<file path="src/rtl/calc_entry_ctrl.sv">
// Calculator key-entry sequencer: builds two decimal operands and an operator
// from numpad events, launches the ALU and holds the value shown on the display.
module calc_entry_ctrl #(
    parameter int DIGITS = 4,
    parameter int WIDTH  = 14
) (
    input  logic                 clock,
    input  logic                 reset,
    input  logic [4:0]           key,
    input  logic                 alu_done,
    input  logic [2*WIDTH-1:0]   alu_result,
    input  logic                 alu_err,
    output logic [WIDTH-1:0]     op_a,
    output logic [WIDTH-1:0]     op_b,
    output logic [1:0]           opcode,
    output logic                 alu_start,
    output logic [2*WIDTH-1:0]   display,
    output logic                 disp_err,
    output logic [1:0]           state
);

    localparam int CW = $clog2(DIGITS + 1);
    localparam logic [CW-1:0]      CNT_MAX     = CW'(DIGITS);
    localparam logic [2*WIDTH-1:0] OPERAND_MAX = (2*WIDTH)'(10**DIGITS - 1);

    typedef enum logic [1:0] {
        ENTER_A  = 2'd0,
        ENTER_B  = 2'd1,
        WAIT_ALU = 2'd2,
        SHOW     = 2'd3
    } state_t;

    state_t cur, nxt;

    logic [CW-1:0]        cnt_a, cnt_b, cnt_a_nxt, cnt_b_nxt;
    logic [WIDTH-1:0]     op_a_nxt, op_b_nxt;
    logic [1:0]           opcode_nxt;
    logic [2*WIDTH-1:0]   display_nxt;
    logic                 disp_err_nxt, alu_start_nxt, clear;

    logic                 is_digit, is_op, is_eq, is_clr;
    logic [3:0]           digit;

    function automatic logic [WIDTH-1:0] accum(input logic [WIDTH-1:0] v, input logic [3:0] d);
        return (v << 3) + (v << 1) + WIDTH'(d);
    endfunction

    // Leading zeros never consume a digit slot.
    function automatic logic accept(input logic [CW-1:0] cnt, input logic [WIDTH-1:0] v,
                                    input logic [3:0] d);
        return (cnt != CNT_MAX) && !((v == '0) && (d == 4'd0));
    endfunction

    // Keypad is wired column-major: 1 4 7 0 / 2 5 8 F / 3 6 9 E / A B C D.
    always_comb begin
        is_digit = 1'b0;
        is_op    = 1'b0;
        is_eq    = 1'b0;
        is_clr   = 1'b0;
        digit    = 4'd0;
        if (key[4]) begin
            case (key[3:0])
                4'd0:  begin is_digit = 1'b1; digit = 4'd1; end
                4'd1:  begin is_digit = 1'b1; digit = 4'd4; end
                4'd2:  begin is_digit = 1'b1; digit = 4'd7; end
                4'd3:  begin is_digit = 1'b1; digit = 4'd0; end
                4'd4:  begin is_digit = 1'b1; digit = 4'd2; end
                4'd5:  begin is_digit = 1'b1; digit = 4'd5; end
                4'd6:  begin is_digit = 1'b1; digit = 4'd8; end
                4'd7:  is_clr = 1'b1;
                4'd8:  begin is_digit = 1'b1; digit = 4'd3; end
                4'd9:  begin is_digit = 1'b1; digit = 4'd6; end
                4'd10: begin is_digit = 1'b1; digit = 4'd9; end
                4'd11: is_eq = 1'b1;
                default: is_op = 1'b1;
            endcase
        end
    end

    always_comb begin
        nxt           = cur;
        op_a_nxt      = op_a;
        op_b_nxt      = op_b;
        cnt_a_nxt     = cnt_a;
        cnt_b_nxt     = cnt_b;
        opcode_nxt    = opcode;
        display_nxt   = display;
        disp_err_nxt  = disp_err;
        alu_start_nxt = 1'b0;
        clear         = 1'b0;

        case (cur)
            ENTER_A: begin
                if (is_digit) begin
                    if (accept(cnt_a, op_a, digit)) begin
                        op_a_nxt    = accum(op_a, digit);
                        cnt_a_nxt   = cnt_a + 1'b1;
                        display_nxt = (2*WIDTH)'(accum(op_a, digit));
                    end
                end else if (is_op) begin
                    opcode_nxt  = key[1:0];
                    op_b_nxt    = '0;
                    cnt_b_nxt   = '0;
                    display_nxt = '0;
                    nxt         = ENTER_B;
                end else if (is_clr) begin
                    clear = 1'b1;
                end
            end
            ENTER_B: begin
                if (is_digit) begin
                    if (accept(cnt_b, op_b, digit)) begin
                        op_b_nxt    = accum(op_b, digit);
                        cnt_b_nxt   = cnt_b + 1'b1;
                        display_nxt = (2*WIDTH)'(accum(op_b, digit));
                    end
                end else if (is_op) begin
                    if (cnt_b == '0) opcode_nxt = key[1:0];
                end else if (is_eq) begin
                    if (cnt_b != '0) begin
                        alu_start_nxt = 1'b1;
                        nxt           = WAIT_ALU;
                    end
                end else if (is_clr) begin
                    clear = 1'b1;
                end
            end
            WAIT_ALU: begin
                if (alu_done) begin
                    display_nxt  = alu_result;
                    disp_err_nxt = alu_err;
                    nxt          = SHOW;
                end
            end
            SHOW: begin
                if (is_digit) begin
                    op_a_nxt     = WIDTH'(digit);
                    cnt_a_nxt    = CW'(digit != 4'd0);
                    op_b_nxt     = '0;
                    disp_err_nxt = 1'b0;
                    display_nxt  = (2*WIDTH)'(digit);
                    nxt          = ENTER_A;
                end else if (is_op) begin
                    // Chain only when the shown result fits back into an operand.
                    if (!disp_err && (display <= OPERAND_MAX)) begin
                        op_a_nxt     = display[WIDTH-1:0];
                        cnt_a_nxt    = CNT_MAX;
                        opcode_nxt   = key[1:0];
                        op_b_nxt     = '0;
                        cnt_b_nxt    = '0;
                        disp_err_nxt = 1'b0;
                        display_nxt  = '0;
                        nxt          = ENTER_B;
                    end
                end else if (is_clr) begin
                    clear = 1'b1;
                end
            end
            default: nxt = ENTER_A;
        endcase

        if (clear) begin
            nxt          = ENTER_A;
            op_a_nxt     = '0;
            op_b_nxt     = '0;
            cnt_a_nxt    = '0;
            cnt_b_nxt    = '0;
            opcode_nxt   = 2'd0;
            display_nxt  = '0;
            disp_err_nxt = 1'b0;
        end
    end

    always_ff @(posedge clock or posedge reset) begin
        if (reset) cur <= ENTER_A;
        else       cur <= nxt;
    end

    always_ff @(posedge clock or posedge reset) begin
        if (reset) begin
            op_a      <= '0;
            op_b      <= '0;
            cnt_a     <= '0;
            cnt_b     <= '0;
            opcode    <= 2'd0;
            display   <= '0;
            disp_err  <= 1'b0;
            alu_start <= 1'b0;
        end else begin
            op_a      <= op_a_nxt;
            op_b      <= op_b_nxt;
            cnt_a     <= cnt_a_nxt;
            cnt_b     <= cnt_b_nxt;
            opcode    <= opcode_nxt;
            display   <= display_nxt;
            disp_err  <= disp_err_nxt;
            alu_start <= alu_start_nxt;
        end
    end

    assign state = cur;

endmodule

</file>
<file path="config.mk">
export PLATFORM = sky130hd
export DESIGN_NAME = calc_entry_ctrl
export DESIGN_NICKNAME = d
export VERILOG_FILES = /design/src/rtl/calc_entry_ctrl.sv
export SDC_FILE = /design/constraint.sdc
export NUM_CORES = 1
export LEC_CHECK = 0
export CAP_MARGIN = 20
export CORE_MARGIN = 2
export CORE_UTILIZATION = 45
export DETAILED_ROUTE_END_ITERATION = 10
export GPL_ROUTABILITY_DRIVEN = 0
export MAX_ROUTING_LAYER = met4
export PLACE_DENSITY = 0.85
export SLEW_MARGIN = 30
export SYNTH_ARGS = -nofsm -noshare
export SYNTH_HDL_FRONTEND = slang
export SYNTH_SLANG_ARGS = --single-unit
</file>
<file path="constraint.sdc">
create_clock -name clock -period 2.9 [get_ports clock]
set_input_delay 0.58 -clock clock [delete_from_list [all_inputs] [get_ports clock]]
set_output_delay 0.58 -clock clock [all_outputs]
set_load 0.005 [all_outputs]
</file>
==> results of run 1 <==
placed cells by master, fill, tap and decap left out, drive strengths merged, types with 12 or more instances in the layout:
master         synthesis  routed
o21ai                 60      60
xnor2                 12      12
dfrtp                 68      68
buf                    6     110
a21oi                 25      25
nand2                 94      94
clkdlybuf4s50          0      93
inv                   30      30
ha                    53      53
clkbuf                22      12
nor2                  32      32
nand3                 13      13
nor4                  13      13
metrics by stage:
step | TNS, ps | worst slack, ps | area (sq um) | hold WS [ps] | instances
floorplan | -2760 | -438 | 5090 | 473 | 575
global placement | -32620 | -980 | 6770 | 490 | 870
detailed placement | -37370 | -1110 | 6770 | 503 | 870
CTS | -1750 | -226 | 7290 | 518 | 899
global route | -8140 | -541 | 7690 | 546 | 907
finish | -5700 | -513 | 7690 | 513 | 907
sequential cells by signal, summed over array words and instances, names as in the netlist:
name       cells
state          2
cnt_b          3
cnt_a          3
op_b          14
alu_start      1
opcode         2
op_a          14
display       28
disp_err       1
cells by family after synthesis:
family,after synthesis,synth area share (%)
XOR/XNOR,22,3.88
adder cells (fa/ha/maj),57,15.0
flip-flops,68,34.3
AND/OR/NAND/NOR,194,18.4
buffers and inverters,58,4.92
AO/OA/AOI/OAI,176,23.5
cells in the mapped netlist, drive strengths merged, types with 5 or more instances:
master / instances
nand2: 94
a211oi: 8
o21ai: 60
o31ai: 10
nor2: 32
buf: 6
xnor2: 12
a21o: 10
a221oi: 7
ha: 53
nor4: 13
nand3: 13
nor3: 10
dfrtp: 68
a22oi: 10
o21a: 5
nor2b: 7
clkbuf: 22
a21oi: 25
inv: 30
xor2: 10
path summary, 6_finish.rpt:
path,from,to
hold / removal,reset,disp_err
setup / recovery,key[1],display[7]
setup reg to reg,op_b[3],display[7]
max in group asynchronous,reset,op_b[5]
hold reg to reg,cnt_b[2],cnt_b[2]
min in group clock,cnt_b[2],cnt_b[2]
final cells by class:
class | instances | area share, %
multi-input cells | 449 | 46.9
repair buffers | 204 | 24.4
flip-flops and latches | 68 | 22.1
well taps | 140 | 2.28
clock buffers | 11 | 1.97
inverters | 30 | 1.50
clock inverters | 5 | 0.781
power groups by stage:
stage               combinational, mW  clock (mW)  sequential [mW]
finish                           6.29       0.868             1.73
global route                     6.67       0.896             1.75
CTS                              5.33       0.852             1.69
detailed placement               5.05           0             1.70
global placement                 4.85           0             1.68
floorplan                        2.78           0             1.65
what timing repair did:
action,in CTS,in global routing
pin swaps,37,54
gates resized for setup,63,63
setup endpoints to repair,52,51
buffers inserted,13,14
routing by layer:
| layer | vias to the layer above | global-route usage [%] |
|---|---|---|
| li1 | 2459 | - |
| met1 | 2791 | 39.1 |
| met2 | 546 | 51.0 |
| met3 | 206 | 4.54 |
| met4 | 0 | 19.0 |
| met5 | - | - |
==> results.md, run 1 <==
* Length of routed met2 wiring at between 9 and 10 mm
* Boundary pin count at between 90 and 100
* Synth unique cells at 60
* Worst vdd ir at about 0.00077 V
* Slowest cell delay on critical path at 690 ps
* Static Leak at 3.47 nW
* Post-route total power at a little under 9 mW
* Fin. Hold Viols at 0
* Reg2reg setup slack at -440 ps
* Syn nets at roughly 670
* Port Buf Inserts at 98
* 1st-pass router iterations at 7
* Top sig layer: met4
* Psw at 4.33 mW
* Max Slew Vio Count at 0
* DRT antenna net count at 0
* Instance count on the critical path at 15
* Die height at 109 microns
* WP data arrival at 3670 ps
* CP cell instances: buf_6, nor2b_4, nand2_2, a21oi_4, inv_2, fa_1, inv_2, ha_4, a211oi_4, o21a_4, buf_4, nor2_1, a211oi_1, a221oi_2, o31ai_1
* Startpoint Class: input port
* Slowest cell on the critical path: a211oi_1
* Post-synth EDFFs at 0
* Final nets at roughly 860
* Internal power at around 4.6 mW
* Initial antenna violation count at 0
* GR Overflow Total at 0
* Post-CTS Hold Fix Bufs at 0
* Final Cycle Share at 118%
* Initial core utilization at 46.0%
* Sequential cell area at ~0.0017 sq mm
* Synth area leader: dfrtp_1
* DRC viols at 0
* Clock Latency Late Sink at 380 ps
* Synth Flop Type: dfrtp_1
* Via-per-instance ratio at around 6.6
* Layout cell share with drive strength beyond 1 at 28.8%
* Wire length on met1 at 7.28 mm
* RSZ-0062 raised after global routing: true
* PnR worst setup slack at -513 ps
* Area occupied by multi-input gates at 0.00361 sq mm
* Max Freq at 293 MHz
* Final setup viols at 24
* Clock skew at approximately 14 ps
* Total core area at 0.0108 sq mm
* # fillers at 668
* WL met3 at around 2.3 mm
* Power Density at 1160 mW/mm^2
* Family with the most delay on the worst path: compound AO/OA/AOI/OAI gates
* Final Critical Period at 3410 ps
* H-tree depth at 3
* Routed wire length at 21.1 mm
* Post-Syn Instances at 575
* Avg Inst Size Synth at ~8.6 sq um
* Ranking of synthesized cells by area: dfrtp_1, ha_1, nand2_1
* Synth Cell Area at 0.00496 sq mm
* Failing checks: negative setup slack
* CTS tree: built
* Post-synth ARST share at 100%
* Wire per inst at between 20 and 25 microns
* Switch share at between 40% and 50%
* Worst-path fanout max at 3
* Comb pwr share at just over 70%
* Hold Path Class: in -> async
* CTS Root Cell: clkbuf_8
* Post-detail-place hpwl at approximately 12 mm
* Yosys reg bits at 68
* Fin util at a little under three quarters
* Slew HR at 37.3%
* Worst Tran Pin Value at between 900 and 1000 ps
* Max-cap viol count at 0
* Vias in the first global route at 5492
* Die width at about 110 microns
* Buf/Inv on CP at 4
* Worst Setup Path Type: in -> reg
* Max Buffers Root-to-Sink at 2
* Status: complete, but fails checks
* CTS buffer count at 9
* Critical path data required time at 3160 ps
* DRT iter0 DRCs at 649
* Ant. Diodes at 0
* YS warnings at 0
* Area share of the largest cell type after synthesis at 34.3%
* Vias at about 6000
* Area growth, synth to finish at 55.0%
* Seq pwr share at 19.5%
* Most frequent cell on the critical path: inv_2
* Largest net degree at the start of global routing at 31
* Tot GR Track Use at 32.2%
* Worst R2R Path Depth at 7
* Die area at around 0.012 sq mm
* Sequential area share after synthesis at 34.3%
* Global-route wire length before repair at 28.4 mm
* Clk pwr share at 9.8%
* Clock sinks at 68
* Row count at 38
* Critical Path End Type: flip-flop
* Clock-pin slew on the worst setup and hold paths at 90 ps
(Power assumes the default switching activity.)
==> run 2: changes to the inputs <==
- ABC_CLOCK_PERIOD_IN_PS: default -> 2900
==> results of run 2 <==
The final DEF is identical to that of run 1; final timing and power are the same.
